[src/rtl/ic_fill_ctrl.sv]
// I-cache line fill engine: queues fill requests and serves each one as 4 word reads, returning a 128-bit line.
// Fill result 5 cycles after the request pops (zero backing latency); no backpressure on mem_ic_valid.
module ic_fill_ctrl #(
    parameter int DEPTH = 4,
    parameter int BEATS = 4
) (
    input  logic                  clk,
    input  logic                  rst_n,
    input  logic [22:0]           ic_mem_addr,
    input  logic [1:0]            ic_mem_xid,
    input  logic                  ic_mem_re,
    output logic                  mem_ic_ready,
    output logic                  mem_ic_valid,
    output logic [1:0]            mem_ic_xid,
    output logic [127:0]          mem_ic_data,
    output logic                  bk_req,
    output logic [24:0]           bk_addr,
    input  logic                  bk_gnt,
    input  logic                  bk_rvalid,
    input  logic [31:0]           bk_rdata
);
    localparam int          AW   = $clog2(DEPTH);
    localparam logic [AW:0] FULL = (AW+1)'(DEPTH);
    localparam logic [2:0]  LAST = 3'(BEATS);

    typedef enum logic [1:0] {S_IDLE, S_ISSUE, S_WAIT, S_RESP} state_t;

    logic [22:0]            r_fifo_addr [DEPTH];
    logic [1:0]             r_fifo_xid  [DEPTH];
    logic [AW:0]            r_wptr, r_rptr;
    logic                   r_ready;
    state_t                 r_state, w_state_nxt;
    logic [22:0]            r_line_addr;
    logic [1:0]             r_xid;
    logic [2:0]             r_iss_cnt, r_rcv_cnt, w_iss_nxt, w_rcv_nxt;
    logic [BEATS-1:0][31:0] r_line, w_line_nxt;
    logic                   r_bk_req;
    logic [24:0]            r_bk_addr;
    logic                   r_valid;
    logic [1:0]             r_out_xid;
    logic [BEATS-1:0][31:0] r_out_data;
    logic [AW:0]            w_count, w_count_nxt;
    logic                   w_push, w_pop, w_gnt, w_rcv;

    assign mem_ic_ready = r_ready;
    assign mem_ic_valid = r_valid;
    assign mem_ic_xid   = r_out_xid;
    assign mem_ic_data  = r_out_data;
    assign bk_req       = r_bk_req;
    assign bk_addr      = r_bk_addr;

    assign w_count     = r_wptr - r_rptr;
    assign w_push      = ic_mem_re && r_ready;
    assign w_pop       = (r_state == S_IDLE) && (w_count != '0);
    assign w_count_nxt = w_count + (AW+1)'(w_push) - (AW+1)'(w_pop);

    always_ff @(posedge clk) begin
        if (w_push) begin
            r_fifo_addr[r_wptr[AW-1:0]] <= ic_mem_addr;
            r_fifo_xid[r_wptr[AW-1:0]]  <= ic_mem_xid;
        end
    end

    // Ready is registered from the post-edge occupancy, so a pop on a full FIFO frees a slot one cycle later.
    always_ff @(posedge clk or negedge rst_n) begin
        if (!rst_n) begin
            r_wptr  <= '0;
            r_rptr  <= '0;
            r_ready <= 1'b0;
        end else begin
            if (w_push) r_wptr <= r_wptr + 1'b1;
            if (w_pop)  r_rptr <= r_rptr + 1'b1;
            r_ready <= (w_count_nxt != FULL);
        end
    end

    // Beats are accepted only against outstanding grants, which makes stale or spurious returns harmless.
    always_comb begin
        w_gnt      = (r_state == S_ISSUE) && r_bk_req && bk_gnt;
        w_rcv      = bk_rvalid && ((r_state == S_ISSUE) || (r_state == S_WAIT)) &&
                     (r_iss_cnt != r_rcv_cnt);
        w_iss_nxt  = r_iss_cnt + 3'(w_gnt);
        w_rcv_nxt  = r_rcv_cnt + 3'(w_rcv);
        w_line_nxt = r_line;
        if (w_rcv) w_line_nxt[r_rcv_cnt[1:0]] = bk_rdata;
        w_state_nxt = r_state;
        case (r_state)
            S_IDLE:  if (w_count != '0) w_state_nxt = S_ISSUE;
            S_ISSUE: if (w_iss_nxt == LAST) w_state_nxt = (w_rcv_nxt == LAST) ? S_RESP : S_WAIT;
            S_WAIT:  if (w_rcv_nxt == LAST) w_state_nxt = S_RESP;
            S_RESP:  w_state_nxt = S_IDLE;
            default: w_state_nxt = S_IDLE;
        endcase
    end

    always_ff @(posedge clk or negedge rst_n) begin
        if (!rst_n) begin
            r_state     <= S_IDLE;
            r_line_addr <= '0;
            r_xid       <= '0;
            r_iss_cnt   <= '0;
            r_rcv_cnt   <= '0;
            r_line      <= '0;
            r_bk_req    <= 1'b0;
            r_bk_addr   <= '0;
            r_valid     <= 1'b0;
            r_out_xid   <= '0;
            r_out_data  <= '0;
        end else begin
            r_state <= w_state_nxt;
            r_line  <= w_line_nxt;
            if (w_pop) begin
                r_line_addr <= r_fifo_addr[r_rptr[AW-1:0]];
                r_xid       <= r_fifo_xid[r_rptr[AW-1:0]];
                r_iss_cnt   <= '0;
                r_rcv_cnt   <= '0;
                r_bk_req    <= 1'b1;
                r_bk_addr   <= {r_fifo_addr[r_rptr[AW-1:0]], 2'b00};
            end else begin
                r_iss_cnt <= w_iss_nxt;
                r_rcv_cnt <= w_rcv_nxt;
                if (w_gnt) begin
                    if (w_iss_nxt == LAST) r_bk_req <= 1'b0;
                    else                   r_bk_addr <= {r_line_addr, w_iss_nxt[1:0]};
                end
            end
            r_valid <= (w_state_nxt == S_RESP);
            if (w_state_nxt == S_RESP) begin
                r_out_data <= w_line_nxt;
                r_out_xid  <= r_xid;
            end
        end
    end
endmodule

[config.mk]
export PLATFORM = sky130hd
export DESIGN_NAME = ic_fill_ctrl
export DESIGN_NICKNAME = d
export VERILOG_FILES = /design/src/rtl/ic_fill_ctrl.sv
export SDC_FILE = /design/constraint.sdc
export NUM_CORES = 1
export LEC_CHECK = 0
export BUFFER_PORTS_ARGS = -buffer_cell sky130_fd_sc_hd__buf_2
export CAP_MARGIN = 10
export CELL_PAD_IN_SITES_DETAIL_PLACEMENT = 0
export CELL_PAD_IN_SITES_GLOBAL_PLACEMENT = 1
export CORE_MARGIN = 4
export CORE_UTILIZATION = 50
export DETAILED_ROUTE_END_ITERATION = 8
export PLACE_DENSITY = 0.9
export SETUP_SLACK_MARGIN = 0.3
export SLEW_MARGIN = 40
export SYNTH_ARGS = -nofsm -noshare
export SYNTH_HDL_FRONTEND = slang
export SYNTH_SLANG_ARGS = --single-unit
[constraint.sdc]
create_clock -name clk -period 6.5 [get_ports clk]
set_input_delay 0.325 -clock clk [delete_from_list [all_inputs] [get_ports clk]]
set_output_delay 0.325 -clock clk [all_outputs]
set_load 0.1 [all_outputs]
==> metrics.cfg, run 1 <==
[run_status]
outcome = completed

[pwr]
power.share.sequential = 0.378
power_frac_comb = 0.363
p_clk_frac = 0.259
p_leak_nw = 9.710
power.density_mw_per_mm2 = 506.5
p_int_mw = 6.180
switching_power_mw = 3.719
p_sw_frac = 0.3757
total_power_mw = 9.899
ir_worst_vdd_uv = 434.1

[place]
placed_cell_area_mm2 = 0.01784
gp_congestion = 0.7304
port_buffers = 219
hpwl_um = 20650

[logic_synthesis]
synth_warnings = 0
ys_types = 42
ys_seq_area_frac = 0.6834
synth_top_flop_cell = dfrtp_1
synth_nets = 1015
ys_seq_elements = 425
synth_top_area_cell = dfrtp_1
synthCells = 937
synth_area_leaders = dfrtp_1 (50%), edfxtp_1 (18%), mux2_2 (15%), mux2_4 (3.6%), mux4_2 (3.5%)
async_reset_ff_frac = 0.7647
avgSynthCellArea_um2 = 17.39
synth_area_mm2 = 0.01630
synth_top_cell_area_share = 0.4991
synth_edf_count = 100

[clock_network]
cts.sinks = 425
clockBufferDepth = 3
clkLatencyLatePin_ns = 0.53
cts-root-buf = clkbuf_16
cts_inserted_buffers = 43
cts.htree.levels = 2
cts_tree = built
clk_pin_slew_ns = 0.06
post_cts_buffers = 0

[global_route]
grt_first_pass_wirelength_um = 53370
gr-total-overflow = 0
grt_pass1_vias = 9433
grt_max_degree = 151
antenna_found_initial = 1
grt_util_all_layers = 0.1887

[die]
num_io_pins = 220
placeableCoreArea_mm2 = 0.03188
chipWidth_um = 188.5
start_util = 0.5111
rows = 65
chipHeight_um = 188.5
die-area_mm2 = 0.03554

[timing]
setup_viol = 0
slew_viol_final = 0
finalHoldViolations = 0
tns_ns = 0
slew_headroom = 0.4493
finClkSkew_ns = 0.008265
whs_ns = 0.02598
period_needed_ns = 4.049
worst_pin_slew_ns = 0.8261
period_share = 0.6229
max_freq_mhz = 247.0
rsz0062_at_grt = false

[cells_and_area]
register_area_mm2 = 0.01114
fill_cells = 2380
nNetsFinal = 1273
multi_input_area_mm2 = 0.004870
final_util = 0.6131
design_area_mm2 = 0.01955
diodes = 0
area_delta_synth_final_pct = 19.95
drive_above_1_share = 0.4805

[critical_path]
crit_fanout = 60
crit_path_cell_trace = inv_1 -> ha_1 -> nand3_1 -> inv_1 -> ha_1 -> ha_1 -> xnor2_1 -> nor3_2 -> o311a_1 -> o21ai_4 -> buf_4 -> buf_4 -> mux2_2
cpMostUsedCell = ha_1
cpPeakStageDelay_ns = 0.63
start_kind = flop
cp_slowest_cell = buf_4
end_kind = flop
required_ns = 6.91
critical_path_class = reg2reg
cp.arrival_ns = 4.46

[detailed_routing]
drt-initial-drc-count = 491
via_per_inst = 5.209
drc_errors = 0
via_count = 8663
wirelength_um = 33220
dr.pass1.iters = 6
antenna_left = 0
detail_route.wl_per_cell_um = 19.98

[hold_path]
hold_path.class = in2reg

[job]
cap_violations = 0

path summary, 6_finish.rpt:
path | start | end | slack, ns | depth (start not counted)
max in group asynchronous | rst_n | r_rptr[0] | 4.79 | 4
setup / recovery | r_state[1] | mem_ic_data[115] | 2.45 | 13
hold / removal | ic_mem_addr[0] | r_fifo_addr[2][0] | 0.03 | 1
min in group asynchronous | rst_n | r_line[122] | 0.43 | 2
setup reg to reg | r_state[1] | mem_ic_data[115] | 2.45 | 13
hold reg to reg | r_line_addr[12] | r_line_addr[12] | 0.47 | 2
metrics by stage:
step | instances | setup slack (ns)
global route | 1663 | 2.147
CTS | 1662 | 2.433
floorplan | 937 | 2.990
global placement | 1565 | 2.472
detailed placement | 1566 | 2.525
finish | 1663 | 2.451
critical path, delay by kind of cell (launching register included):
family | cells | cell delay (ns)
AO/OA/AOI/OAI | 2 | 0.45
XOR/XNOR | 1 | 0.38
adder cells (fa/ha/maj) | 3 | 0.63
buffers and inverters | 4 | 1.31
flip-flops | 1 | 0.38
multiplexers | 1 | 0.39
AND/OR/NAND/NOR | 2 | 0.32
cell usage in the layout (no fill, tap or decap), types with 5 or more instances in the layout:
cell type	Yosys	layout
nand2_1	85	85
buf_2	16	218
dfrtp_1	325	324
mux2_4	39	39
mux2_1	33	33
xnor2_1	6	6
clkbuf_8	0	7
clkbuf_16	0	45
dlygate4sd3_1	0	18
clkinv_2	0	7
ha_1	14	14
nor2_1	5	5
clkbuf_1	12	10
edfxtp_1	100	100
inv_1	7	7
mux4_2	25	25
bufinv_16	0	6
mux2_2	210	210
xor2_1	5	5
buf_4	6	15
metal layers:
layer / wire, um / part of all wire / vias to the layer above / global-route usage
li1: - / - / 3872 / -
met1: 14150 / 0.43 / 4451 / 0.2587
met2: 16020 / 0.48 / 263 / 0.3085
met3: 2126 / 0.064 / 75 / 0.03927
met4: 912 / 0.027 / 2 / 0.05802
met5: 13 / 0.00039 / - / 0
state kept, by name, summed over array words and instances (netlist names), 3 cells and up:
signal	flops
bk_addr	25
mem_ic_data	128
r_fifo_addr	92
r_fifo_xid	8
r_iss_cnt	3
r_line	128
r_line_addr	23
r_rcv_cnt	3
r_rptr	3
r_wptr	3
final cells by class:
cell class	instances	share of cell area
repair buffers	256	0.07515
multi-input cells	461	0.2491
clock buffers	62	0.06446
inverters	8	0.001536
flip-flops and latches	425	0.5699
well taps	435	0.02785
clock inverters	16	0.01197
power groups by stage:
stage	clock (mW)	sequential (mW)	combinational [mW]
6_report	2.56	3.74	3.59
5_1_grt	2.75	3.82	3.82
4_1_cts	2.63	3.75	3.62
3_5_place_dp	0	3.79	3.59
3_3_place_gp	0	3.75	3.51
2_1_floorplan	0	4.97	1.64
timing repair:
action                     CTS  global route
gates resized for setup      0             0
setup endpoints to repair    0             0
hold endpoints to repair   159             0
hold buffers                18             0
synthesized netlist by cell type, types with 6 or more instances:
cell and number:
mux2_4 39, dfrtp_1 325, ha_1 14, buf_4 6, edfxtp_1 100, xnor2_1 6
mux2_1 33, inv_1 7, nand2_1 85, clkbuf_1 12, mux4_2 25, mux2_2 210
buf_2 16
logic make-up after synthesis:
family	after synthesis	share of synthesized area
muxes	309	0.2396
DFF	425	0.6834
buffers and inverters	51	0.01966
adders and majority gates	16	0.01321
and+or+nand+nor	109	0.02895
xor gates and xnor gates	12	0.007371
AOI/OAI and AO/OA	15	0.007832
Note: power is estimated with default switching activity, not from simulation.
==> inputs of run 2 (changes only) <==
Settings changed: ABC_AREA from default to 1, CORE_UTILIZATION 50 to 45, PLACE_DENSITY 0.9 to 0.89.
Clock period 6.5 ns to 3.75 ns, I/O delays scaled along.
==> run 2 against run 1 <==
Against the previous run:
- critical path depth unchanged
- critical path type unchanged
- power rose by 100%
- clock skew grew 0.0074 ns
- fmax rose by 28%
- sequential share of layout area shrank 4.6 points
- routed wire length grew 37%
- global-route usage up 2.0 points
==> metrics.cfg, run 2 <==
[run_status]
outcome = completed

[pwr]
p_clk_frac = 0.230
power.share.sequential = 0.337
p_leak_nw = 11.01
power.density_mw_per_mm2 = 929.6
p_sw_frac = 0.4667
switching_power_mw = 9.221
ir_worst_vdd_uv = 988.5
power_frac_comb = 0.433
total_power_mw = 19.76
p_int_mw = 10.53

[clock_network]
clockBufferDepth = 3
cts.htree.levels = 2
cts.sinks = 425
cts_tree = built
cts-root-buf = clkbuf_16
clk_pin_slew_ns = 0.06
post_cts_buffers = 0
cts_inserted_buffers = 45
clkLatencyLatePin_ns = 0.57

[die]
chipWidth_um = 207.4
die-area_mm2 = 0.04301
chipHeight_um = 207.4
placeableCoreArea_mm2 = 0.03901
num_io_pins = 220
start_util = 0.4586
rows = 72

[critical_path]
start_kind = flop
crit_fanout = 29
worstRegToRegCells = 13
cp.arrival_ns = 3.61
startpoint = r_wptr[0]
cp-endpoint = mem_ic_ready
reg2reg_slack_ns = 0.58
critical_path_class = reg2reg
end_kind = flop
r2r_end = mem_ic_ready
required_ns = 4.19
reg2reg_from = r_wptr[0]

[logic_synthesis]
synth_nets = 1995
synth.most_common_cell = nand2_1
synth_warnings = 0
synth_area_mm2 = 0.01789
ys_seq_area_frac = 0.6225
synth_edf_count = 100
avgSynthCellArea_um2 = 9.331
ys_seq_elements = 425
ys_types = 30
async_reset_ff_frac = 0.7647
synth_area_leaders = dfrtp_1 (45%), edfxtp_1 (17%), nand2_1 (16%), o21ai_0 (5.0%), nand3_1 (3.9%)
synth_top_flop_cell = dfrtp_1
synth_common_cells = nand2_1 (782), dfrtp_1 (325), o21ai_0 (178)
synthCells = 1917
synth_top_cell_area_share = 0.4546
synth_top_area_cell = dfrtp_1

[global_route]
grt_first_pass_wirelength_um = 74290
gr-total-overflow = 0
grt_max_degree = 132
grt_pass1_vias = 13750
grt_util_all_layers = 0.2089
antenna_found_initial = 1

[cells_and_area]
fill_cells = 3384
final_util = 0.5448
final_cell_mix = nand2_1 (780), dfrtp_1 (325), buf_2 (218)
area_delta_synth_final_pct = 18.80
final_common_cell = nand2_1
nNetsFinal = 2201
drive_above_1_share = 0.1556

[place]
dp_slack_ns = 0.5550
gp_congestion = 0.7814
hpwl_um = 28190
port_buffers = 219

[timing]
tns_ns = 0
rsz0062_at_grt = false
setup_viol = 0
whs_ns = 0.03656
layout_setup_ws_ns = 0.5811
finClkSkew_ns = 0.01570
period_needed_ns = 3.169
slew_viol_final = 0
max_freq_mhz = 315.6
period_share = 0.8451
worst_pin_slew_ns = 0.8194
finalHoldViolations = 0
slew_headroom = 0.4518

[detailed_routing]
wirelength_um = 45440
drc_errors = 0
antenna_left = 0
dr.pass1.iters = 5
via_count = 13740
drt-initial-drc-count = 966
detail_route.wl_per_cell_um = 16.97
via_per_inst = 5.132

[hold_path]
hold_path.class = in2reg
worstHoldPathCells = 3

[job]
cap_violations = 0

## run 2: critical path: stages (launching register included)
cell and delay (ns):
dfrtp_1 0.37, inv_1 0.10, ha_1 0.22, fa_1 0.56, nand2_1 0.06, nand3b_1 0.18
nand2_1 0.11, buf_4 0.36, nand3_1 0.13, nand2_1 0.09, ha_1 0.18, fa_1 0.43
a21oi_1 0.14, o211ai_1 0.10
## run 2: routing by layer
layer	global-route usage	share of wire	up-vias
li1	-	-	6657
met1	0.2786	0.43	6644
met2	0.3484	0.48	393
met3	0.04881	0.071	49
met4	0.05335	0.017	0
met5	0	0	-
## run 2: cell families after synthesis
group	share of synthesized area
buffers and inverters	0.04938
adders and majority gates	0.01203
xor gates and xnor gates	0.003917
AOI/OAI and AO/OA	0.06841
and+or+nand+nor	0.2259
muxes	0.01791
DFF	0.6225
## run 2: through the flow
step           std cells  instance area [um2]
2_1_floorplan       1917                17890
3_3_place_gp        2558                19290
3_5_place_dp        2562                19380
4_1_cts             2676                21210
5_1_grt             2678                21250
6_report            2678                21250
## run 2: cell type report
class / instances / area [um2] / share of cell area
clock buffers: 61 / 1299 / 0.06111
well taps: 518 / 648.1 / 0.03050
flip-flops and latches: 425 / 11140 / 0.5240
repair buffers: 278 / 1764 / 0.08301
multi-input cells: 1310 / 5941 / 0.2795
diodes: 1 / 2.502 / 0.0001178
inverters: 63 / 237.7 / 0.01119
clock inverters: 22 / 224.0 / 0.01054
## run 2: repair_timing
action,4_1_cts,5_1_grt
hold buffers,31,0
endpoints found under the hold margin,189,0
endpoints found under the setup margin,0,37
gates resized for setup,0,2
## run 2: power groups by stage
stage,clock (mW),sequential (mW),combinational [mW]
after floorplan,0,9.78,3.53
after global placement,0,6.68,8.28
after detailed placement,0,6.73,8.52
after CTS,4.63,6.66,8.59
after global routing,4.84,6.79,9.28
final,4.54,6.66,8.56
## run 2: how the worst min path moves through the flow
stage                            start         endpoint
after floorplan                  rst_n       bk_addr[0]
after global placement           rst_n  mem_ic_data[72]
after detailed placement         rst_n  mem_ic_data[70]
after CTS                 bk_rdata[25]       r_line[25]
after global routing       bk_rdata[3]        r_line[3]
final                     bk_rdata[25]       r_line[25]
